File: config.mk
export PLATFORM = sky130hd
export DESIGN_NAME = zigbee_tx_sequencer
export DESIGN_NICKNAME = d
export VERILOG_FILES = /design/src/rtl/zigbee_tx_sequencer.sv
export SDC_FILE = /design/constraint.sdc
export NUM_CORES = 1
export LEC_CHECK = 0
export ABC_AREA = 0
export CAP_MARGIN = 20
export CORE_ASPECT_RATIO = 0.7
export CORE_MARGIN = 2
export CORE_UTILIZATION = 34
export DETAILED_ROUTE_END_ITERATION = 12
export PLACE_DENSITY = 0.53
export RECOVER_POWER = 100
export SLEW_MARGIN = 20
export SYNTH_ARGS = -nofsm -noshare
export SYNTH_HDL_FRONTEND = slang
export SYNTH_SLANG_ARGS = --single-unit
File: constraint.sdc
create_clock -name clk_i -period 1.8 [get_ports clk_i]
set_input_delay 0.36 -clock clk_i [delete_from_list [all_inputs] [get_ports clk_i]]
set_output_delay 0.36 -clock clk_i [all_outputs]
set_load 0.01 [all_outputs]
File: src/rtl/zigbee_tx_sequencer.sv
// Sequences one 802.15.4 PPDU (preamble, SFD, PHR, payload) from the Tx FIFO
// into the IQ modulator, one LSB-first bit per BIT_PERIOD ready-qualified cycles.
module zigbee_tx_sequencer #(
    parameter int         PREAMBLE_BYTES = 4,
    parameter logic [7:0] SFD            = 8'hA7,
    parameter int         BIT_PERIOD     = 200
) (
    input  logic       clk_i,
    input  logic       resetn_i,
    input  logic       start_i,
    input  logic [6:0] len_i,
    input  logic       abort_i,
    input  logic       fifo_empty_i,
    input  logic [7:0] fifo_data_i,
    output logic       fifo_rd_o,
    input  logic       mod_ready_i,
    output logic       mod_data_o,
    output logic       mod_enable_o,
    output logic       mod_valid_o,
    output logic       busy_o,
    output logic       done_o,
    output logic       err_o
);

    localparam int              TW        = (BIT_PERIOD > 1) ? $clog2(BIT_PERIOD) : 1;
    localparam logic [TW-1:0]   TIMER_MAX = TW'(BIT_PERIOD - 1);
    localparam logic [3:0]      PRE_LAST  = 4'(PREAMBLE_BYTES - 1);

    typedef enum logic [2:0] {
        S_IDLE,
        S_PREAMBLE,
        S_SFD,
        S_PHR,
        S_PAYLOAD
    } state_t;

    state_t        state, next_state;
    logic [TW-1:0] timer;
    logic [2:0]    bit_idx;
    logic [3:0]    byte_cnt;
    logic [7:0]    shift_reg;
    logic [6:0]    len_q;
    logic [6:0]    bytes_left;
    logic          valid_q;
    logic          done_q;
    logic          bit_end;
    logic          byte_end;
    logic          start_frame;
    logic          frame_done;

    assign bit_end  = (state != S_IDLE) && mod_ready_i && (timer == TIMER_MAX);
    assign byte_end = bit_end && (bit_idx == 3'd7);

    always_ff @(posedge clk_i or negedge resetn_i) begin
        if (!resetn_i) begin
            state <= S_IDLE;
        end else begin
            state <= next_state;
        end
    end

    // PHR and PAYLOAD share the byte-boundary decision: bytes_left holds the pops still owed.
    always_comb begin
        next_state  = state;
        start_frame = 1'b0;
        frame_done  = 1'b0;
        if (state == S_IDLE) begin
            if (start_i && !abort_i) begin
                next_state  = S_PREAMBLE;
                start_frame = 1'b1;
            end
        end else if (abort_i) begin
            next_state = S_IDLE;
        end else if (byte_end) begin
            case (state)
                S_PREAMBLE: if (byte_cnt == PRE_LAST) next_state = S_SFD;
                S_SFD:      next_state = S_PHR;
                S_PHR, S_PAYLOAD: begin
                    if (bytes_left == 7'd0) begin
                        next_state = S_IDLE;
                        frame_done = 1'b1;
                    end else if (fifo_empty_i) begin
                        next_state = S_IDLE;
                    end else begin
                        next_state = S_PAYLOAD;
                    end
                end
                default:    next_state = S_IDLE;
            endcase
        end
    end

    always_comb begin
        busy_o       = (state != S_IDLE);
        mod_enable_o = (state != S_IDLE);
        mod_data_o   = (state != S_IDLE) && shift_reg[0];
        fifo_rd_o    = 1'b0;
        err_o        = 1'b0;
        if (byte_end && !abort_i && (state == S_PHR || state == S_PAYLOAD) && bytes_left != 7'd0) begin
            fifo_rd_o = !fifo_empty_i;
            err_o     = fifo_empty_i;
        end
    end

    assign mod_valid_o = valid_q;
    assign done_o      = done_q;

    // Bit timer, serialiser and byte bookkeeping; valid pulses on the first cycle of every bit.
    always_ff @(posedge clk_i or negedge resetn_i) begin
        if (!resetn_i) begin
            timer      <= '0;
            bit_idx    <= 3'd0;
            byte_cnt   <= 4'd0;
            shift_reg  <= 8'h00;
            len_q      <= 7'd0;
            bytes_left <= 7'd0;
            valid_q    <= 1'b0;
            done_q     <= 1'b0;
        end else begin
            valid_q <= 1'b0;
            done_q  <= frame_done;
            if (start_frame) begin
                len_q      <= len_i;
                bytes_left <= len_i;
                shift_reg  <= 8'h00;
                timer      <= '0;
                bit_idx    <= 3'd0;
                byte_cnt   <= 4'd0;
                valid_q    <= 1'b1;
            end else if (state != S_IDLE) begin
                if (abort_i) begin
                    timer     <= '0;
                    bit_idx   <= 3'd0;
                    byte_cnt  <= 4'd0;
                    shift_reg <= 8'h00;
                end else if (bit_end) begin
                    timer   <= '0;
                    bit_idx <= bit_idx + 3'd1;
                    valid_q <= (next_state != S_IDLE);
                    if (bit_idx == 3'd7) begin
                        case (state)
                            S_PREAMBLE: begin
                                byte_cnt  <= byte_cnt + 4'd1;
                                shift_reg <= (byte_cnt == PRE_LAST) ? SFD : 8'h00;
                            end
                            S_SFD:   shift_reg <= {1'b0, len_q};
                            default: begin
                                if (fifo_rd_o) begin
                                    shift_reg  <= fifo_data_i;
                                    bytes_left <= bytes_left - 7'd1;
                                end else begin
                                    shift_reg <= 8'h00;
                                end
                            end
                        endcase
                    end else begin
                        shift_reg <= shift_reg >> 1;
                    end
                end else if (mod_ready_i) begin
                    timer <= timer + 1'b1;
                end
            end
        end
    end

endmodule

# Yosys cells after proc, flatten, opt, wreduce, memory -nomap -nowiden
# Index checks and enable logic that the tools add are counted.
# W data, S select, Z words.
[op_classes] addsub=4 n_eq_ne=9 muxes=51 n_reduce_logical=30
[ops] cell="$mux W8" n=12
[ops] cell="$mux W7" n=7
[ops] cell="$mux W3" n=11
[ops] cell="$mux W4" n=6
[ops] cell="$pmux W8 S2" n=1
[ops] cell="$reduce_bool A3 Y1" n=5
[ops] cell="$mux W1" n=13
[ops] cell="$pmux W3 S3" n=1
[ops] cell="$add A8 B1 Y8 const B" n=1
[ops] cell="$eq A8 B8 Y1 const B" n=1
[ops] cell="$logic_and A1 B1 Y1" n=8
[ops] cell="$reduce_bool A2 Y1" n=4
[ops] cell="$logic_not A7 Y1" n=1
[ops] cell="$reduce_bool A7 Y1" n=1
[ops] cell="$sub A7 B1 Y7 const B" n=1
[ops] cell="$eq A3 B2 Y1 const B" n=2
[ops] cell="$eq A3 B3 Y1 const B" n=2
[ops] cell="$reduce_and A6 Y1" n=1
[ops] cell="$add A4 B1 Y4 const B" n=1
[ops] cell="$eq A4 B2 Y1 const B" n=1
[ops] cell="$ne A2 B1 Y1 const B" n=2
[ops] cell="$reduce_and A2 Y1" n=2
[ops] cell="$reduce_and A4 Y1" n=1
[ops] cell="$reduce_bool A4 Y1" n=1
[ops] cell="other kinds (6)" n=8
[word_totals] register_bits=42 inputBits=21 out_inout_bits=7 word_cells=103

# Longest topological paths before layout
# Gate-level depths: netlist of the first run.
[depth] depth_word=15 depth_mapped=8 depth_no_buf=7

# Worst setup path after synthesis of the first run
# OpenSTA, ideal clock, no wires.
[synth_path] path_type="flip-flop to output port" start="reg timer[5]" end="out err_o" arrival_time_ps=1704 required_time_ps=1440 path_slack_ps=-264 path_stages_with_launch=7 path_buffers=2 cell_sequence="dfrtp_1 -> clkbuf_2 -> nor4b_4 -> nand3_1 -> buf_2 -> or3_1 -> nor3_1"
[synth_via] elab_chain_cells=7
[synth_rtl] element="start: declaration" line="38" source="logic [TW-1:0] timer;"
[synth_rtl] element="start signal: assignment" line="160" source="timer <= timer + 1'b1;"
[synth_rtl] element="$eq A8 B8 Y1" line="51" source="assign bit_end = (state != S_IDLE) && mod_ready_i && (timer == TIMER_MAX);"
[synth_rtl] element="$logic_and A1 B1 Y1" line="51"
[synth_rtl] element="$logic_and A1 B1 Y1" line="52" source="assign byte_end = bit_end && (bit_idx == 3'd7);"
[synth_rtl] element="$logic_and A1 B1 Y1 (3 in a row)" line="99" source="if (byte_end && !abort_i && (state == S_PHR || state == S_PAYLOAD) && bytes_left != 7'd0) begin"
[synth_rtl] element="$mux W1" line="99"
[synth_rtl] element="end: declaration" line="22" source="output logic err_o"
# Every way passes these cells.

# Worst setup path in the final report of the first run
[layout_path] start="reg timer[5]" end="out fifo_rd_o"
[layout_via] elab_chain_cells=7
[layout_rtl] element="$eq A8 B8 Y1" line="51"
[layout_rtl] element="$logic_and A1 B1 Y1" line="51"
[layout_rtl] element="$logic_and A1 B1 Y1" line="52"
[layout_rtl] element="$logic_and A1 B1 Y1 (3 in a row)" line="99"
[layout_rtl] element="$mux W1" line="99"
[layout_rtl] element="end: declaration" line="15" source="output logic fifo_rd_o,"
# Every way passes these cells.

==> key figures, run 1 <==
Cells and area
  • Antenna cell count: 0
  • Area grow syn2layout: 56.6%
  • Fin cells: 456
  • Multi-input logic area: 1500 sq um
  • Share of cells above drive strength 1: 39.2%
  • Nets: 388
  • Final Core Density: 55.0%
  • Fill cells: 633
  • Register Area: 1050 sq um

Min path
  • Hold Crit Class: in2async

Yosys
  • Top-area cell type share of the netlist area: 44.5%
  • Most area-consuming cells after synthesis: dfrtp_1, nand2_1, o21ai_0, ha_1, nand4_1
  • Post-synth EDFFs: 0
  • Synth Flop Type: dfrtp_1
  • Synthesized Nets: 288
  • Synthesized flop and latch total: 42
  • Post-Syn Instances: 261
  • Sequential fraction of the synthesis area: 44.5%
  • Synth Warn #: 0
  • Post-synthesis cell area: 2360 sq um
  • Syn Area/Cell: 9.04 sq um
  • Asr flop ratio synth: 100%
  • Area leader, netlist: dfrtp_1
  • Synth unique cells: 48

Critical path
  • Critical Path Start Type: flip-flop
  • Critical path's slowest cell: dfrtp_1
  • R2R Setup Slk: -0.24 ns
  • Worst-path maximum fanout: 3
  • Critical Path AT: 1.81 ns
  • CP peak stage delay: 0.41 ns
  • Crit path required time: 1.44 ns
  • Crit. End Element: output pin
  • R2R cell count: 10
  • Worst path top cell family by delay: simple AND/OR/NAND/NOR gates
  • Crit-path cells: nor4b_4 -> nand3_2 -> buf_4 -> nor4_4 -> buf_2
  • Crit Path Category: reg2out
  • CP bufs+invs: 2
  • WP depth: 5

Drt
  • Total Wirelength: 7230 microns
  • DRC Markers: 0
  • Iter 0 DRT Violations: 169
  • DR pass1 iterations: 4
  • ANT nets after route: 0
  • Via count: 2394
  • Wire per inst: 15.9 microns
  • Via-per-instance ratio: 5.25

Floorplanning
  • Initial Util: 35.1%
  • FP Rows: 25
  • Ports: 28
  • Die W: 104 microns
  • Die area: 7630 sq um
  • Die height: 73.7 microns
  • Core box area: 6730 sq um

GRT
  • Initial antenna violation count: 0
  • GRT Overall Usage: 19.9%
  • Vias in the first global route: 2273
  • First-pass GRT wire length: 12000 microns
  • Grt ovf: 0
  • Largest net degree at the start of global routing: 26

STA
  • Final min period: 2.17 ns
  • Final worst setup slack: -0.374 ns
  • Final period utilization: 121%
  • Total negative setup slack: -5.32 ns
  • Hold_ws: 0.204 ns
  • Relative slew slack: 32.5%
  • Fmax achieved: 460 MHz
  • Clock skew: 0.00560 ns
  • Slew Limit Fails: 0
  • RSZ-0062 raised after global routing: yes
  • Final-report hold violation count: 0
  • Setup-failing EPs final: 34
  • Worst Tran Pin Value: 1.01 ns

Place
  • PortBufs: 27
  • Post-DP HPWL: 5220 microns
  • Placed insts: 429
  • GP Congestion: 0.849

Run status
  • Status: finished with violations
  • Failing checks: negative setup slack

Power and ir drop
  • Power Total: 2.20 mW
  • PwrDens: 594 nW/um^2
  • Sw Pwr: 630 uW
  • Int Pwr: 1.57 mW
  • Peak VDD IR: 0.288 mV
  • Seq pwr share: 48.0%
  • Combinational share of power: 22.2%
  • Leak: 1.64 nW
  • Clock network power share: 29.9%
  • Net Sw Frac: 28.7%

CTS
  • Worst-Skew Late Latency: 0.30 ns
  • Post-CTS Hold Fix Bufs: 0
  • Total CTS buffers: 5
  • CTS tree: built
  • H-Tree Depth: 2
  • Clock Tree Root: clkbuf_8
  • TritonCTS sink count: 42
  • Clock transition at path regs: 0.09 ns
  • Maximum clock insertion buffer count: 2

Job
  • Max-capacitance violation count: 0
-- power by group through the flow --
stage               Clock, mW  Sequential (mW)  Combinational [mW]
floorplan                   0             1.06               0.181
global placement            0             1.07               0.410
detailed placement          0             1.07               0.414
CTS                     0.674             1.05               0.471
global route            0.715             1.06               0.538
finish                  0.656             1.05               0.486
-- routing by layer --
metal	up-vias	wire, microns	global-route usage, %
met4	0	67	4.05
met3	10	437	3.02
met1	1142	3810	31.6
met2	83	2920	28.3
li1	1159	-	-
met5	-	0	0
-- worst register-to-register path: stages (launching register included) --
cell	delay [ns]
dfrtp_2	0.44
buf_6	0.13
nor4b_4	0.31
a31oi_4	0.07
buf_4	0.15
buf_6	0.12
buf_6	0.12
buf_4	0.13
nor2_4	0.24
a221oi_2	0.13
o21ai_1	0.13
-- synth_stat cells, types with 6 or more instances --
cell type  instances
dfrtp_1           42
a221oi_1           7
a21oi_1            8
a31oi_1            6
nor3_1             7
ha_1               6
nand3_1            7
o21ai_0           30
inv_1              6
nand4_1           10
nor2_1            15
nand2_1           47
buf_2              6
-- placed cells by master, fill, tap and decap left out, types with 4 or more instances in the layout --
cell type	instances
clkbuf_8	6
nand4_1	10
o21ai_0	12
clkbuf_2	4
dfrtp_1	41
buf_4	57
a31oi_1	5
nor2_1	11
a21oi_1	7
nor3_1	4
a221oi_2	7
buf_6	19
nand2_1	44
clkdlybuf4s50_1	18
nand3_1	5
o21ai_1	18
inv_1	6
nor4b_4	5
-- worst paths after layout --
| path | start | to |
|---|---|---|
| setup / recovery | timer[5] | fifo_rd_o |
| min in group clk_i | shift_reg[7] | shift_reg[7] |
| setup reg to reg | state[0] | shift_reg[0] |
| max in group asynchronous | resetn_i | state[0] |
| hold / removal | resetn_i | bytes_left[3] |
| hold reg to reg | shift_reg[7] | shift_reg[7] |
-- kinds of logic (layout without fill, tap and decap cells) --
| family | count (synthesis) | count (layout) | synth area share, % |
|---|---|---|---|
| compound gates | 68 | 68 | 18.1 |
| flops | 42 | 42 | 44.5 |
| buf+inv | 20 | 121 | 3.71 |
| fa+ha+maj | 6 | 6 | 3.18 |
| xor+xnor | 5 | 5 | 1.86 |
| mux | 4 | 4 | 1.86 |
| simple gates | 116 | 116 | 26.7 |
-- repair_timing --
action / CTS / global route
setup endpoints to repair: 32 / 43
buffers inserted: 16 / 5
pin swaps: 17 / 7
resized for setup: 73 / 21
-- per-stage QoR --
step | worst slack (ns) | instance area, sq um
global route | -0.445 | 3700
CTS | -0.380 | 3600
finish | -0.374 | 3700
global placement | -0.796 | 3240
floorplan | -0.162 | 2470
detailed placement | -0.791 | 3240
-- area by class of cell --
class / instances / area share [%]
timing repair buffer: 106 / 24.4
clock inverter: 2 / 0.339
clock buffer: 6 / 2.23
multi-input combinational: 199 / 40.6
tap: 94 / 3.18
inverter: 7 / 0.711
sequential: 42 / 28.5
Note: power is estimated with default switching activity, not from simulation.
==> inputs of run 2 (changes only) <==
Settings changed: CAP_MARGIN 20 to unset, CORE_MARGIN 2 to 5, DONT_BUFFER_PORTS set to 1, PLACE_DENSITY 0.53 to 0.48.
==> key figures, run 2 (same netlist as run 1, synthesis figures left out) <==
STA
  • Final min period: 2.11 ns (was 2.17 ns)
  • Final worst setup slack: -0.308 ns (was -0.374 ns)
  • Worst Tran Pin Value: 1.07 ns (was 1.01 ns)
  • Final period utilization: 117% (was 121%)
  • Clock skew: 0.00366 ns (was 0.00560 ns)
  • RSZ-0062 raised after global routing: yes (unchanged)
  • Final-report hold violation count: 0 (unchanged)
  • Slew Limit Fails: 0 (unchanged)
  • Total negative setup slack: -3.09 ns (was -5.32 ns)
  • Setup-failing EPs final: 28 (was 34)
  • Fmax achieved: 474 MHz (was 460 MHz)
  • Relative slew slack: 28.8% (was 32.5%)

GRT
  • Initial antenna violation count: 1 (was 0)
  • Largest net degree at the start of global routing: 43 (was 26)
  • GRT Overall Usage: 17.5% (was 19.9%)
  • First-pass GRT wire length: 11700 microns (was 12000 microns)
  • Vias in the first global route: 2195 (was 2273)
  • Grt ovf: 0 (unchanged)

Cells and area
  • Nets: 351 (was 388)
  • Share of cells above drive strength 1: 40.4% (was 39.2%)
  • Highest-count cells in the layout ignoring fill and taps: buf_4, nand2_1, dfrtp_1, o21ai_1, buf_6 (was buf_4, nand2_1, dfrtp_1, buf_6)
  • Area grow syn2layout: 42.0% (was 56.6%)
  • Commonest non-fill, non-tap cell in the layout: buf_4 (unchanged)
  • Final Core Density: 49.6% (was 55.0%)

Min path
  • Worst Hold End: state[1]
  • Hold Crit Start: abort_i
  • WHS Path Cells: 1
  • Hold Crit Class: in2reg (was in2async)

Critical path
  • Critical Path AT: 1.75 ns (was 1.81 ns)
  • Worst r2r dst: byte_cnt[2] (was shift_reg[0])
  • Worst path top cell family by delay: simple AND/OR/NAND/NOR gates (unchanged)
  • Critical path's slowest cell: dfrtp_1 (unchanged)
  • Crit Path Category: reg2out (unchanged)
  • Crit. End Element: output pin (unchanged)
  • R2R Setup Slk: -0.17 ns (was -0.24 ns)
  • CP peak stage delay: 0.42 ns (was 0.41 ns)
  • R2R cell count: 7 (was 10)
  • Critical Path Start Type: flip-flop (unchanged)
  • Crit-path cells: nor4b_4 -> nand3_4 -> or3_4 -> nor3_4 (was nor4b_4 -> nand3_2 -> buf_4 -> nor4_4 -> buf_2)
  • Worst-path maximum fanout: 4 (was 3)
  • CP bufs+invs: 0 (was 2)
  • FF-to-FF Start: timer[4] (was state[0])
  • Crit path required time: 1.44 ns (about the same)

Floorplanning
  • Ports: 28 (unchanged)
  • FP Rows: 25 (unchanged)
  • Die area: 8730 sq um (was 7630 sq um)
  • Die W: 110 microns (was 104 microns)
  • Core box area: 6760 sq um (was 6730 sq um)
  • Initial Util: 34.9% (was 35.1%)
  • Die height: 79.7 microns (was 73.7 microns)

Drt
  • Iter 0 DRT Violations: 124 (was 169)
  • ANT nets after route: 0 (unchanged)
  • Via count: 2235 (was 2394)
  • Via-per-instance ratio: 5.33 (was 5.25)
  • DR pass1 iterations: 4 (unchanged)
  • DRC Markers: 0 (unchanged)
  • Total Wirelength: 7220 microns (was 7230 microns)
  • Wire per inst: 17.2 microns (was 15.9 microns)

Power and ir drop
  • PwrDens: 612 nW/um^2 (was 594 nW/um^2)
  • Combinational share of power: 19.9% (was 22.2%)
  • Peak VDD IR: 0.395 mV (was 0.288 mV)
  • Sw Pwr: 590 uW (was 630 uW)
  • Leak: 1.46 nW (was 1.64 nW)
  • Net Sw Frac: 28.8% (was 28.7%)
  • Clock network power share: 28.5% (was 29.9%)
  • Int Pwr: 1.46 mW (was 1.57 mW)
  • Seq pwr share: 51.6% (was 48.0%)

CTS
  • TritonCTS sink count: 42 (unchanged)
  • Maximum clock insertion buffer count: 2 (unchanged)
  • Clock transition at path regs: 0.08 ns (was 0.09 ns)
  • Total CTS buffers: 5 (unchanged)
  • CTS tree: built (unchanged)
  • Worst-Skew Late Latency: 0.29 ns (was 0.30 ns)
  • H-Tree Depth: 2 (unchanged)
  • Clock Tree Root: clkbuf_8 (unchanged)

Run status
  • Status: finished with violations (unchanged)
  • Failing checks: negative setup slack (unchanged)

Place
  • PortBufs: 0 (was 27)
  • GP Congestion: 0.892 (was 0.849)
  • Post-DP HPWL: 5260 microns (was 5220 microns)

Job
  • Max-capacitance violation count: 0 (unchanged)
## run 2: cell type report
type | count | area [sq um]
Sequential cell | 42 | 1050
Antenna cell | 1 | 2.50
Fill cell | 662 | 3410
Inverter | 7 | 26.3
Timing Repair Buffer | 69 | 553
Multi-Input combinational cell | 199 | 1520
Clock buffer | 5 | 68.8
Tap cell | 94 | 118
Clock inverter | 2 | 10.0
## run 2: worst reg2reg max path, cell delays in order, from the launching register on
cell and delay [ns]:
dfrtp_1 0.42, buf_4 0.15, or4b_4 0.51, o211ai_1 0.25, buf_4 0.22, nand4_1 0.11
xor2_1 0.15, nor2_1 0.05
## run 2: what timing repair did
item                                    in CTS  in global routing
endpoints found under the hold margin       42                  0
resized for setup                           44                 29
hold buffers                                 2                  0
buffers inserted                             8                 14
pin swaps                                   15                 18
endpoints found under the setup margin      35                 42
## run 2: per-stage QoR
step	std cells	power [mW]	area, sq um	setup WS, ns	hold slack (ns)
CTS	406	2.03	3190	-0.328	0.113
global placement	389	1.36	2870	-0.204	0.0662
floorplan	261	1.24	2470	-0.162	0.0644
finish	419	2.05	3350	-0.308	0.121
global route	419	2.17	3350	-0.429	0.103
detailed placement	389	1.36	2870	-0.189	0.0662
## run 2: how the worst max path moves through the flow
stage	startpoint	end	slack, ns	depth (start not counted)
after global routing	timer[3]	fifo_rd_o	-0.43	4
after floorplan	timer[5]	err_o	-0.16	6
final	timer[4]	err_o	-0.31	4
after CTS	bytes_left[3]	fifo_rd_o	-0.33	5
after global placement	bit_idx[0]	bytes_left[6]	-0.20	7
after detailed placement	bit_idx[0]	bytes_left[4]	-0.19	7
## run 2: per-layer routing
layer	track usage [%]	up-vias	wire [microns]
li1	-	1092	-
met1	27.7	1075	3610
met2	23.2	53	3050
met3	4.12	15	426
met4	4.23	0	128
met5	0	-	0
## run 2: power groups by stage
stage	sequential [mW]	clock [mW]	combinational [mW]
finish	1.06	0.584	0.409
global route	1.07	0.655	0.451
CTS	1.06	0.611	0.358
detailed placement	1.08	0	0.288
global placement	1.07	0	0.286
floorplan	1.06	0	0.181
==> inputs of run 3 (changes only) <==
Settings changed: PLACE_DENSITY 0.48 to unset.
==> key figures, run 3 (same netlist as run 1, synthesis figures left out) <==
Run status
  • Status: finished with violations (unchanged)
  • Failing checks: negative setup slack (unchanged)

Cells and area
  • Share of cells above drive strength 1: 39.8% (was 40.4%)
  • Area grow syn2layout: 42.3% (was 42.0%)
  • Fill cells: 658 (was 662)
  • Design area: 3360 sq um (was 3350 sq um)
  • Final Core Density: 49.7% (was 49.6%)
  • Commonest non-fill, non-tap cell in the layout: buf_4 (unchanged)
  • Nets: 353 (was 351)
  • Multi-input logic area: 1490 sq um (was 1520 sq um)
  • Highest-count cells in the layout ignoring fill and taps: buf_4, nand2_1, dfrtp_1, o21ai_1, nor2_1 (was buf_4, nand2_1, dfrtp_1, o21ai_1, buf_6)
  • Antenna cell count: 0 (was 1)
  • Register Area: 1050 sq um (about the same)

STA
  • Final period utilization: 119% (was 117%)
  • Relative slew slack: 28.6% (was 28.8%)
  • Fmax achieved: 468 MHz (was 474 MHz)
  • Slew Limit Fails: 0 (unchanged)
  • Clock skew: 0.0139 ns (was 0.00366 ns)
  • Final-report hold violation count: 0 (unchanged)
  • Total negative setup slack: -4.76 ns (was -3.09 ns)
  • Final min period: 2.14 ns (was 2.11 ns)
  • Setup-failing EPs final: 34 (was 28)
  • Hold_ws: 0.123 ns (was 0.121 ns)
  • Final worst setup slack: -0.337 ns (was -0.308 ns)
  • Worst Tran Pin Value: 1.07 ns (about the same)
  • RSZ-0062 raised after global routing: yes (unchanged)

Floorplanning
  • Ports: 28 (unchanged)
  • Core box area: 6760 sq um (unchanged)
  • Initial Util: 34.9% (unchanged)
  • Die W: 110 microns (unchanged)
  • Die area: 8730 sq um (unchanged)
  • Die height: 79.7 microns (unchanged)
  • FP Rows: 25 (unchanged)

Power and ir drop
  • PwrDens: 623 nW/um^2 (was 612 nW/um^2)
  • Clock network power share: 31.3% (was 28.5%)
  • Peak VDD IR: 0.378 mV (was 0.395 mV)
  • Combinational share of power: 18.2% (was 19.9%)
  • Leak: 1.47 nW (was 1.46 nW)
  • Sw Pwr: 632 uW (was 590 uW)
  • Net Sw Frac: 30.2% (was 28.8%)
  • Int Pwr: 1.46 mW (about the same)
  • Seq pwr share: 50.4% (was 51.6%)

Min path
  • Hold Crit Start: abort_i (unchanged)
  • Hold Crit Class: in2reg (unchanged)

GRT
  • GRT Overall Usage: 17.7% (was 17.5%)
  • Largest net degree at the start of global routing: 43 (unchanged)
  • Vias in the first global route: 2240 (was 2195)
  • Grt ovf: 0 (unchanged)
  • Initial antenna violation count: 0 (was 1)
  • First-pass GRT wire length: 12000 microns (was 11700 microns)

CTS
  • Clock Tree Root: clkbuf_8 (unchanged)
  • H-Tree Depth: 2 (unchanged)
  • Total CTS buffers: 5 (unchanged)
  • Maximum clock insertion buffer count: 2 (unchanged)
  • CTS tree: built (unchanged)
  • Worst-Skew Late Latency: 0.31 ns (was 0.29 ns)
  • TritonCTS sink count: 42 (unchanged)
  • Clock transition at path regs: 0.10 ns (was 0.08 ns)

Job
  • Max-capacitance violation count: 0 (unchanged)

Drt
  • DRC Markers: 0 (unchanged)
  • Total Wirelength: 7420 microns (was 7220 microns)
  • ANT nets after route: 0 (unchanged)
  • Iter 0 DRT Violations: 136 (was 124)
  • Wire per inst: 17.6 microns (was 17.2 microns)
  • Via count: 2305 (was 2235)
  • Via-per-instance ratio: 5.48 (was 5.33)
  • DR pass1 iterations: 4 (unchanged)

Place
  • GP Congestion: 0.933 (was 0.892)
  • PortBufs: 0 (unchanged)
  • Pre-CTS setup slack: -0.131 ns (was -0.189 ns)
  • Post-DP HPWL: 5180 microns (was 5260 microns)
  • DP Area: 2890 sq um (was 2870 sq um)

Critical path
  • Crit. End Element: output pin (unchanged)
  • Crit path required time: 1.44 ns (about the same)
  • Critical Path Start Type: flip-flop (unchanged)
  • CP startpoint: bytes_left[3] (was timer[4])
  • R2R Setup Slk: -0.24 ns (was -0.17 ns)
  • Worst r2r dst: shift_reg[2] (was byte_cnt[2])
  • R2R cell count: 8 (was 7)
  • Critical Path AT: 1.78 ns (was 1.75 ns)
  • FF-to-FF Start: bytes_left[3] (was timer[4])
  • Worst-path maximum fanout: 3 (was 4)
  • Crit Path Category: reg2out (unchanged)
  • CP endpoint: fifo_rd_o (was err_o)
==> run 3: worst min path at each step <==
stage,endpoint,slack [ns],cells after the start
after floorplan,bit_idx[0],0.06,0
after global routing,done_o,0.1,1
final,done_o,0.12,1
after CTS,state[1],0.11,1
after detailed placement,bit_idx[2],0.07,0
after global placement,mod_valid_o,0.07,0
==> run 3: per-stage QoR <==
stage          instances  power, mW
2_1_floorplan        261       1.24
3_5_place_dp         391       1.37
6_report             421       2.09
3_3_place_gp         391       1.36
4_1_cts              408       2.08
5_1_grt              421       2.20
==> run 3: worst max-delay path, stage by stage, from the launching register on <==
cell     delay (ns)
dfrtp_1        0.41
or3_4          0.39
nor4b_4        0.31
nor4_4         0.08
buf_4          0.16
buf_6          0.11
==> run 3: final cells by class <==
cell class	instances	share of cell area, %
clock buffer	5	2.05
clock inverter	3	0.708
inverter	7	0.782
multi-input combinational	199	44.4
sequential	42	31.3
tap	94	3.50
timing repair buffer	71	17.3
==> run 3: per-layer routing <==
metal  global-route usage (%)  vias up  routed length (microns)
li1                         -     1086                        -
met1                     27.1     1163                     3650
met2                     25.8       48                     3340
met3                     3.15        8                      366
met4                     3.74        0                       68
met5                        0        -                        0
==> run 3: timing repair <==
item,in CTS,in global routing
endpoints found under the hold margin,42,0
gates cloned,1,0
pin swaps,12,13
setup buffers,6,14
setup endpoints to repair,29,37
hold buffers,2,0
resized for setup,39,25
==> run 3: power groups by stage <==
stage	clock, mW	combinational [mW]	sequential, mW
CTS	0.671	0.358	1.05
detailed placement	0	0.300	1.07
finish	0.656	0.381	1.05
global placement	0	0.292	1.07
floorplan	0	0.181	1.06
global route	0.723	0.418	1.06
